`src/rtl/regfile_debug_port.sv`:
```
// Debug/host initiator that reads and writes architectural registers through
// the register file's ACC-staged strobe protocol while the core grants the buses.
module regfile_debug_port #(
   parameter int unsigned DATA_W         = 8,
   parameter int unsigned REG_ADDR_WIDTH = 4
) (
   input  logic                      clk,
   input  logic                      reset,
   input  logic                      req_valid,
   output logic                      req_ready,
   input  logic                      req_write,
   input  logic [REG_ADDR_WIDTH-1:0] req_addr,
   input  logic [DATA_W-1:0]         req_wdata,
   output logic                      rsp_valid,
   input  logic                      rsp_ready,
   output logic [DATA_W-1:0]         rsp_rdata,
   output logic                      rsp_error,
   output logic                      bus_req,
   input  logic                      bus_grant,
   output logic [REG_ADDR_WIDTH-1:0] rf_reg_addr,
   output logic [DATA_W-1:0]         rf_acc_in,
   output logic                      rf_acc_in_oe,
   output logic                      rf_acc_write_enable,
   output logic                      rf_write_put_acc,
   output logic                      rf_read_data_output_enable,
   input  logic [DATA_W-1:0]         rf_read_data,
   input  logic [DATA_W-1:0]         rf_acc_out,
   output logic                      rf_status_write_enable,
   output logic                      rf_zero_flag,
   output logic                      rf_positive_flag,
   output logic                      rf_carry_flag,
   output logic                      rf_overflow_flag
);

   localparam logic [REG_ADDR_WIDTH-1:0] ADDR_ACC    = REG_ADDR_WIDTH'(8);
   localparam logic [REG_ADDR_WIDTH-1:0] ADDR_STATUS = REG_ADDR_WIDTH'(13);

   localparam int unsigned ZERO_FLAG     = 0;
   localparam int unsigned POSITIVE_FLAG = 1;
   localparam int unsigned CARRY_FLAG    = 2;
   localparam int unsigned OVERFLOW_FLAG = 3;

   typedef enum logic [2:0] {
      IDLE,
      LOAD,
      PUT,
      RESTORE,
      STAT,
      READ,
      RESP
   } state_t;

   state_t                      state, next_state;
   logic                        wr_q;
   logic [REG_ADDR_WIDTH-1:0]   addr_q;
   logic [DATA_W-1:0]           wdata_q;
   logic [DATA_W-1:0]           acc_save;
   logic [DATA_W-1:0]           rdata_q;
   logic                        error_q;
   logic                        accept;
   logic                        addr_invalid;

   assign accept       = (state == IDLE) && req_valid && bus_grant;
   assign addr_invalid = req_addr > ADDR_STATUS;

   always_ff @(posedge clk) begin
      if (reset) begin
         state    <= IDLE;
         wr_q     <= 1'b0;
         addr_q   <= '0;
         wdata_q  <= '0;
         acc_save <= '0;
         rdata_q  <= '0;
         error_q  <= 1'b0;
      end else begin
         state <= next_state;
         if (accept) begin
            wr_q     <= req_write;
            addr_q   <= req_addr;
            wdata_q  <= req_wdata;
            acc_save <= rf_acc_out;
            rdata_q  <= '0;
            error_q  <= addr_invalid;
         end
         if ((state == READ) && bus_grant) begin
            rdata_q <= rf_read_data;
         end
      end
   end

   // Op states only advance while granted; losing grant freezes the sequence.
   always_comb begin
      next_state = state;
      case (state)
         IDLE: begin
            if (accept) begin
               if (addr_invalid)             next_state = RESP;
               else if (!req_write)          next_state = READ;
               else if (req_addr == ADDR_STATUS) next_state = STAT;
               else                          next_state = LOAD;
            end
         end
         LOAD: begin
            if (bus_grant) next_state = (addr_q == ADDR_ACC) ? RESP : PUT;
         end
         PUT: begin
            if (bus_grant) next_state = RESTORE;
         end
         RESTORE, STAT, READ: begin
            if (bus_grant) next_state = RESP;
         end
         RESP: begin
            if (rsp_ready) next_state = IDLE;
         end
         default: next_state = IDLE;
      endcase
   end

   always_comb begin
      req_ready                  = (state == IDLE) && bus_grant;
      bus_req                    = ((state == IDLE) && req_valid) ||
                                   ((state != IDLE) && (state != RESP));
      rsp_valid                  = (state == RESP);
      rsp_rdata                  = rdata_q;
      rsp_error                  = error_q;
      rf_reg_addr                = '0;
      rf_acc_in                  = '0;
      rf_acc_in_oe               = 1'b0;
      rf_acc_write_enable        = 1'b0;
      rf_write_put_acc           = 1'b0;
      rf_read_data_output_enable = 1'b0;
      rf_status_write_enable     = 1'b0;
      rf_zero_flag               = 1'b0;
      rf_positive_flag           = 1'b0;
      rf_carry_flag              = 1'b0;
      rf_overflow_flag           = 1'b0;
      if (bus_grant) begin
         case (state)
            LOAD: begin
               rf_acc_in           = wdata_q;
               rf_acc_in_oe        = 1'b1;
               rf_acc_write_enable = 1'b1;
            end
            PUT: begin
               rf_reg_addr      = addr_q;
               rf_write_put_acc = 1'b1;
            end
            RESTORE: begin
               rf_acc_in           = acc_save;
               rf_acc_in_oe        = 1'b1;
               rf_acc_write_enable = 1'b1;
            end
            STAT: begin
               rf_status_write_enable = 1'b1;
               rf_zero_flag           = wdata_q[ZERO_FLAG];
               rf_positive_flag       = wdata_q[POSITIVE_FLAG];
               rf_carry_flag          = wdata_q[CARRY_FLAG];
               rf_overflow_flag       = wdata_q[OVERFLOW_FLAG];
            end
            READ: begin
               rf_reg_addr                = addr_q;
               rf_read_data_output_enable = 1'b1;
            end
            default: ;
         endcase
      end
   end

   // wr_q is latched for completeness of the request record; routing is decided at accept.
   logic unused_ok;
   assign unused_ok = wr_q;

endmodule
```
`config.mk`:
```
export PLATFORM = sky130hd
export DESIGN_NAME = regfile_debug_port
export DESIGN_NICKNAME = d
export VERILOG_FILES = /design/src/rtl/regfile_debug_port.sv
export SDC_FILE = /design/constraint.sdc
export NUM_CORES = 1
export LEC_CHECK = 0
export CAP_MARGIN = 20
export CORE_UTILIZATION = 30
export CTS_CLUSTER_DIAMETER = 100
export DETAILED_ROUTE_END_ITERATION = 8
export GPL_TIMING_DRIVEN = 1
export PLACE_DENSITY = 0.68
export SKIP_CTS_REPAIR_TIMING = 1
export SLEW_MARGIN = 5
export SYNTH_ARGS = -nofsm -noshare
export SYNTH_HDL_FRONTEND = slang
export SYNTH_SLANG_ARGS = --single-unit
```
`constraint.sdc`:
```
create_clock -name clk -period 1.9 [get_ports clk]
set_input_delay 0.38 -clock clk [delete_from_list [all_inputs] [get_ports clk]]
set_output_delay 0.38 -clock clk [all_outputs]
set_load 0.05 [all_outputs]
```
==> impl_metrics.toml, run 1 <==
[run_status]
run_status = "complete, no violations"

[yosys]
synth_xor_area_share_pct = 0
synth_top_area_cell = "dfxtp_1"
synth.cells.most_frequent = "nand2_1 (53), a21oi_1 (34), dfxtp_1 (32), nand3_1 (10)"
post_synth_fa_ha_maj_area_fraction_pct = 0
largest_family_of_logic_cells_by_synthesized_area = "simple AND/OR/NAND/NOR gates"
synth_seq_area_share_pct = 42.6
ys_types = 33
ys_dominant_reg_cell = "dfxtp_1"
synth.area.top_cells = "dfxtp_1 (43%), nand2_1 (13%), a21oi_1 (11%), mux2i_1 (5.3%), and2_1 (3.3%)"
postSynthCellCount = 196
yosys_warnings = 0
synth_nets = 230
synth.mux.area_fraction_pct = 5.32
ys_seq_elements = 32
count_of_flip_flops_with_a_built_in_enable_after_synthesis = 0
async_flop_share_pct = 0
yosys.cell_count.top_type = "nand2_1"
syn_area_per_cell_um2 = 7.68
post_synth_simple_gate_area_pct = 33.1
synth_top_area_share_pct = 42.6
compound_cell_area_share_of_the_yosys_netlist_pct = 14.3
netlist_area_mm2 = 0.00151

[sta]
tightest_pin_transition_ps = 507
final.min_clock_period_ps = 1840
slew_viols_final = 0
final_hold_violating_endpoints = 0
fin_tns_setup_ps = 0
grt_setup_unrepaired = "true"
timing.max_slew.rel_slack_pct = 66.1
setup_viol = 0
skew_ps = 5.37
final.period_utilization_pct = 96.6
fin_hold_ws_ps = 454
fin_ws_ps = 64.6
max_freq_mhz = 545

[clock_tree]
clk_latency_ps = 280
clock_path_buffers = 2
root_buffer = "clkbuf_8"
tritoncts_buffer_count = 5
cts.sink_count = 32
cts.clk_slew.worst_paths_ps = 70
cts_max_level = 2
cts_tree = "built"

[die]
fp.dieArea_mm2 = 0.00530
core_area_mm2 = 0.00479
initial_utilization_pct = 31.5
die_h_um = 72.8
placementRows = 25
boundaryPins = 67
die-width_um = 72.8

[global_route]
grt-ovfl-total = 0
grt_antenna_before_repair = 0
grtUsageTotal_pct = 18.0
grt_pass1_vias = 1579
grt_pass1_wl_um = 7310
largest_net_degree_at_the_start_of_global_routing = 33

[drt]
avgViaCountPerCell = 4.70
route.final.wire_length_um = 4370
wl_per_cell_um = 12.7
dr.first_iter.drc_count = 80
drt-pass1-iter-count = 4
post-route-drc-count = 0
detailroute.via_count = 1618
detail-route-antenna-nets = 0

[worst_setup_path]
worst_ep_arrival_ps = 1460
r2r_setup_slack_ps = 330
worst_ep_required_time_ps = 1520
critPathMaxFanout = 10
timing.critical_path.from_type = "register"
setup.worst_path.class = "register to output pin"
setup.worst_path.end_class = "output pin"

[finish]
layoutNonFillerInstCount = 344
area.growth.synth_to_final_pct = 82.5
diodes = 0
fin_nets = 310
final_layout_size_suffix_gt1_share_pct = 24.9

[power_and_ir_drop]
power.static_leakage_nw = 0.999
vdd.ir_drop.worst_v = 0.000388
power.density_cell_area_mw_per_mm2 = 664

[placed_design]
pre_cts_ws_ps = -156
place_congestion = 0.840
numPlacedInstances = 332
post-dp-hpwl_um = 3140
io_buffer_count = 66

[min_path]
min-delay-path-class = "register to register"

[flow_run]
drv.max_cap_violation_count = 0
[power breakdown]
part           internal (W)  total (W)  switching (W)  leakage, nW
registers          0.000712   0.000754      0.0000420        0.262
logic              0.000274   0.000536       0.000262        0.692
clock network      0.000295   0.000534       0.000238       0.0455
[routing by layer]
metal	track usage, %	vias to the layer above	routed length, um
li1	-	818	-
met3	4.42	6	210
met5	0	-	0
met4	7.84	0	42
met1	21.6	746	1850
met2	30.5	48	2260
[cell type report]
type / instances / area, um2
clock buffer: 8 / 90.1
fill: 433 / 2040
inverter: 2 / 7.51
multi-input combinational: 149 / 837
sequential: 32 / 649
tap: 67 / 83.8
timing repair buffer: 86 / 1080
[sequential cells by signal, indices dropped and copies added (netlist names)]
signal / flops
acc_save: 8
addr_q: 4
rsp_error: 1
rsp_rdata: 8
state: 3
wdata_q: 8
[worst max-delay path, stage by stage (launching register included)]
cell	delay [ps]
dfxtp_4	380
buf_4	160
nor3_4	140
a21oi_1	40
or2_2	290
buf_12	150
[placed cells by master (no fill, tap or decap), types with 6 or more instances in the layout]
cell / instances
nand3_1: 10
clkdlybuf4s50_1: 41
clkbuf_8: 6
nand2_1: 53
buf_12: 26
mux2i_1: 8
a21oi_1: 34
dfxtp_1: 29
buf_4: 18
nor2_1: 6
[path summary, 6_finish.rpt]
kind                            from                 endpoint  cells past startpoint
min          wdata_q[7]$_SDFFE_PP0P_  wdata_q[7]$_SDFFE_PP0P_                      2
max reg2reg    state[1]$_SDFFE_PP0P_    state[2]$_SDFFE_PP0P_                      5
min reg2reg  wdata_q[7]$_SDFFE_PP0P_  wdata_q[7]$_SDFFE_PP0P_                      2
max            state[2]$_SDFFE_PP0P_                  bus_req                      5
[kinds of logic after synthesis]
kind of cell	count (synthesis)
simple gates	101
compound gates	40
flops	32
buf+inv	15
mux	8
[through the flow]
step	total power (W)	cell area, um2	utilization, %
floorplan	0.00102	1530	-
global placement	0.00126	2580	54.0
detailed placement	0.00127	2580	54.0
CTS	0.00182	2680	55.9
global route	0.00192	2750	57.4
finish	0.00182	2750	57.4
Note: power is estimated with default switching activity, not from simulation.
==> run 2: changes to the inputs <==
==> constraint.sdc (replaced) <==
create_clock -name clk -period 1.98 [get_ports clk]
set_input_delay 0.396 -clock clk [delete_from_list [all_inputs] [get_ports clk]]
set_output_delay 0.396 -clock clk [all_outputs]
set_load 0.05 [all_outputs]
==> impl_metrics.toml, run 2 (synthesis gave the netlist of run 1 again) <==
[global_route]
grt_pass1_wl_um = 6640
grt-ovfl-total = 0
grt_pass1_vias = 1462
grt_antenna_before_repair = 0
largest_net_degree_at_the_start_of_global_routing = 33
grtUsageTotal_pct = 16.5

[worst_setup_path]
critical_path.startpoint = "state[1]$_SDFFE_PP0P_"
critPathMaxFanout = 14
timing.critical_path.from_type = "register"
setup.worst_path.end_class = "output pin"
critPathMaxStageDelay_ps = 370
path_buf_inv = 2
worst_ep_arrival_ps = 1470
worst-r2r-cell-count = 4
endpoint = "rf_positive_flag"
capture_instance_of_the_worst_register_to_register_path = "state[1]$_SDFFE_PP0P_"
cp_slowest_cell = "dfxtp_2"
setup.worst_path.class = "register to output pin"
crit_family = "simple AND/OR/NAND/NOR gates"
crit-reg2reg-launch = "state[0]$_SDFFE_PP0P_"
crit_cells = 4
crit_chain = "buf_4, nor3_4, and2_2, buf_12"
r2r_setup_slack_ps = 600
worst_ep_required_time_ps = 1580

[power_and_ir_drop]
comb_power_share_pct = 28.9
power.density_cell_area_mw_per_mm2 = 618
p_switching_w = 0.000483
p_clk_share_pct = 26.8
proportion_of_power_drawn_by_flip_flops_and_latches_pct = 44.4
power.static_leakage_nw = 0.946
internal_power_w = 0.00114
share_of_total_power_consumed_by_net_switching_pct = 29.7
vdd.ir_drop.worst_v = 0.000283

[die]
die-width_um = 72.8
core_area_mm2 = 0.00479
placementRows = 25
die_h_um = 72.8
fp.dieArea_mm2 = 0.00530
initial_utilization_pct = 31.5
boundaryPins = 67

[drt]
wl_per_cell_um = 12.1
route.final.wire_length_um = 4040
dr.first_iter.drc_count = 98
detailroute.via_count = 1559
post-route-drc-count = 0
detail-route-antenna-nets = 0
drt-pass1-iter-count = 4
avgViaCountPerCell = 4.67

[sta]
final_hold_violating_endpoints = 0
fin_tns_setup_ps = 0
tightest_pin_transition_ps = 500
setup_viol = 0
skew_ps = 4.89
final.period_utilization_pct = 94.2
final.min_clock_period_ps = 1870
grt_setup_unrepaired = "false"
max_freq_mhz = 536
slew_viols_final = 0
timing.max_slew.rel_slack_pct = 66.3

[finish]
final.fill_count = 472
most-common-layout-cells = "nand2_1 (53), clkdlybuf4s50_1 (41), a21oi_1 (34)"
fin_nets = 303
area.growth.synth_to_final_pct = 74.6
final_util_pct = 54.9
multi_input_area_um2 = 810
diodes = 0
register_area_um2 = 644
most_common_cell_after_layout_fill_and_taps_aside = "nand2_1"
final_layout_size_suffix_gt1_share_pct = 21.0

[placed_design]
io_buffer_count = 66
place_congestion = 0.792
post-dp-hpwl_um = 2950

[clock_tree]
cts_tree = "built"
cts_max_level = 2
root_buffer = "clkbuf_8"
clock_path_buffers = 2
tritoncts_buffer_count = 5
cts.clk_slew.worst_paths_ps = 60
cts.sink_count = 32
clk_latency_ps = 280

[min_path]
min-delay-path-class = "register to register"

[flow_run]
drv.max_cap_violation_count = 0

[run_status]
run_status = "complete, no violations"
[run 2: worst min-delay path by stage]
stage / cells past startpoint / startpoint / slack, ps / endpoint
detailed placement: 2 / rsp_error$_SDFFE_PP0P_ / 450 / rsp_error$_SDFFE_PP0P_
global route: 2 / wdata_q[6]$_SDFFE_PP0P_ / 470 / wdata_q[6]$_SDFFE_PP0P_
global placement: 2 / wdata_q[7]$_SDFFE_PP0P_ / 440 / wdata_q[7]$_SDFFE_PP0P_
finish: 2 / rsp_error$_SDFFE_PP0P_ / 450 / rsp_error$_SDFFE_PP0P_
CTS: 2 / rsp_error$_SDFFE_PP0P_ / 450 / rsp_error$_SDFFE_PP0P_
floorplan: 2 / wdata_q[4]$_SDFFE_PP0P_ / 440 / wdata_q[4]$_SDFFE_PP0P_
[run 2: layout make-up]
class	count	share of cell area, %
multi-input cells	149	30.8
flip-flops and latches	32	24.5
repair buffers	79	38.6
clock buffers	5	2.62
inverters	2	0.286
well taps	67	3.19
[run 2: per-layer routing]
metal	up-vias	global-route usage (%)	part of all wire (%)
met5	-	0	0
met1	703	20.5	43
met4	0	8.28	2.1
li1	801	-	-
met2	47	25.6	47
met3	8	5.25	7.1
[run 2: stage by stage]
step / area (um2) / hold WS, ps / worst slack [ps] / power (W) / instances
global route: 2630 / 471 / 4.05 / 0.00171 / 334
CTS: 2620 / 454 / -116 / 0.00164 / 334
global placement: 2550 / 442 / -60.0 / 0.00120 / 329
detailed placement: 2550 / 446 / -110 / 0.00120 / 329
finish: 2630 / 451 / 114 / 0.00162 / 334
floorplan: 1520 / 436 / 9.47 / 0.000977 / 196
[run 2: power by group through the flow]
stage | clock network (W) | logic (W) | registers (W)
3_3_place_gp | 0 | 0.000469 | 0.000732
4_1_cts | 0.000447 | 0.000473 | 0.000719
3_5_place_dp | 0 | 0.000470 | 0.000733
5_1_grt | 0.000479 | 0.000506 | 0.000727
2_1_floorplan | 0 | 0.000255 | 0.000721
6_report | 0.000435 | 0.000469 | 0.000721
[run 2: worst reg2reg max path, delay by kind of cell, from the launching register on]
family          cells  cell delay (ps)
simple gates        2              500
flops               1              430
compound gates      2              350
==> run 3: changes to the inputs <==
--- a/config.mk
+++ b/config.mk
@@ -7,6 +7,7 @@
 export LEC_CHECK = 0
 export CAP_MARGIN = 20
 export CORE_UTILIZATION = 30
+export CTS_BUF_LIST = sky130_fd_sc_hd__clkbuf_16
 export CTS_CLUSTER_DIAMETER = 100
 export DETAILED_ROUTE_END_ITERATION = 8
 export GPL_TIMING_DRIVEN = 1
==> impl_metrics.toml, run 3 (synthesis gave the netlist of run 1 again) <==
[run_status]
run_status = "complete, no violations"

[power_and_ir_drop]
power.density_cell_area_mw_per_mm2 = 692
comb_power_share_pct = 25.3
share_of_total_power_consumed_by_net_switching_pct = 26.9
internal_power_w = 0.00136
fin_total_pwr_w = 0.00186
vdd.ir_drop.worst_v = 0.000447
proportion_of_power_drawn_by_flip_flops_and_latches_pct = 38.9
p_switching_w = 0.000501
power.static_leakage_nw = 0.973
p_clk_share_pct = 35.8

[drt]
dr.first_iter.drc_count = 96
detailroute.via_count = 1543
post-route-drc-count = 0
avgViaCountPerCell = 4.62
detail-route-antenna-nets = 0
drt-pass1-iter-count = 4
route.final.wire_length_um = 4060
wl_per_cell_um = 12.1

[placed_design]
place_congestion = 0.792
post-dp-hpwl_um = 2950
placedInstanceArea_mm2 = 0.00255
io_buffer_count = 66

[sta]
final.min_clock_period_ps = 1850
skew_ps = 4.24
fin_hold_ws_ps = 449
final_hold_violating_endpoints = 0
setup_viol = 0
final.period_utilization_pct = 93.4
grt_setup_unrepaired = "false"
timing.max_slew.rel_slack_pct = 66.3
slew_viols_final = 0
max_freq_mhz = 541
tightest_pin_transition_ps = 500

[clock_tree]
root_buffer = "clkbuf_16"
cts.sink_count = 32
tritoncts_buffer_count = 5
clk_latency_ps = 270
clock_path_buffers = 2
cts_tree = "built"
cts_max_level = 2
cts.clk_slew.worst_paths_ps = 40

[min_path]
min-delay-path-class = "register to register"

[worst_setup_path]
cp_slowest_cell = "clkdlybuf4s50_1"
timing.critical_path.from_type = "input pin"
setup.worst_path.class = "input pin to output pin"
worst_ep_required_time_ps = 1580
path_buf_inv = 2
critPathMaxStageDelay_ps = 420
crit_family = "buffers and inverters"
crit_chain = "clkdlybuf4s50_1, nor3_1, a21oi_1, or2_2, buf_12"
worst_ep_arrival_ps = 1450
critPathMaxFanout = 2
setup.worst_path.end_class = "output pin"

[die]
fp.dieArea_mm2 = 0.00530
core_area_mm2 = 0.00479
placementRows = 25
die-width_um = 72.8
boundaryPins = 67
initial_utilization_pct = 31.5
die_h_um = 72.8

[global_route]
grt_util_met2_pct = 25.9
grt-busiest-layer = "met2"
grt_antenna_before_repair = 0
global_route.usage.met3_pct = 5.25
grt_pass1_vias = 1467
largest_net_degree_at_the_start_of_global_routing = 33
grtUsageTotal_pct = 16.6
grt_pass1_wl_um = 6700
grt-ovfl-total = 0
global_route.usage.met1_pct = 21.0

[flow_run]
drv.max_cap_violation_count = 0

[finish]
post_route_cell_area_mm2 = 0.00269
final_layout_size_suffix_gt1_share_pct = 21.0
fin_nets = 303
diodes = 0
most-common-layout-cells = "nand2_1 (53), clkdlybuf4s50_1 (41), a21oi_1 (34)"
area.growth.synth_to_final_pct = 78.6
most_common_cell_after_layout_fill_and_taps_aside = "nand2_1"
run 3: changes by cell type in the layout (fill, tap and decap cells not counted):
cell,change
clkbuf_16,+5
buf_6,+1
buf_4,-1
clkbuf_8,-5
run 3: worst paths after layout:
| kind | start | endpoint | slack, ps | cells after the start |
|---|---|---|---|---|
| max | req_valid | bus_req | 130 | 5 |
| min reg2reg | rsp_error$_SDFFE_PP0P_ | rsp_error$_SDFFE_PP0P_ | 450 | 2 |
| max reg2reg | state[0]$_SDFFE_PP0P_ | state[2]$_SDFFE_PP0P_ | 610 | 4 |
| min | rsp_error$_SDFFE_PP0P_ | rsp_error$_SDFFE_PP0P_ | 450 | 2 |
run 3: power groups by stage:
stage / Combinational [W] / Clock [W] / Sequential (W)
floorplan: 0.000255 / 0 / 0.000721
global placement: 0.000469 / 0 / 0.000732
detailed placement: 0.000470 / 0 / 0.000733
CTS: 0.000473 / 0.000687 / 0.000721
global route: 0.000509 / 0.000720 / 0.000729
finish: 0.000472 / 0.000666 / 0.000724
run 3: layout make-up:
class | instances | area (um2)
timing repair buffer | 79 | 1020
clock buffer | 5 | 125
multi-input combinational | 149 | 810
sequential | 32 | 644
inverter | 2 | 7.51
fill | 468 | 2100
tap | 67 | 83.8
run 3: through the flow:
step / util, % / worst slack (ps) / cells / setup TNS, ps
floorplan: - / 9.47 / 196 / 0
global placement: 53.3 / -60.0 / 329 / -522
detailed placement: 53.3 / -110 / 329 / -648
CTS: 55.9 / -116 / 334 / -880
global route: 56.2 / 37.9 / 334 / 0
finish: 56.2 / 130 / 334 / 0
run 3: tightest hold or removal path: stages (launching register included):
cell     delay, ps
dfxtp_1        300
nand2_1         50
a21oi_1         50
run 3: layer usage:
| metal | vias to the layer above | routed length, um | share of wire [%] |
|---|---|---|---|
| met2 | 48 | 1950 | 48 |
| met4 | 0 | 58 | 1.4 |
| met1 | 688 | 1780 | 44 |
| met3 | 6 | 267 | 6.6 |
| li1 | 801 | - | - |
| met5 | - | 0 | 0 |
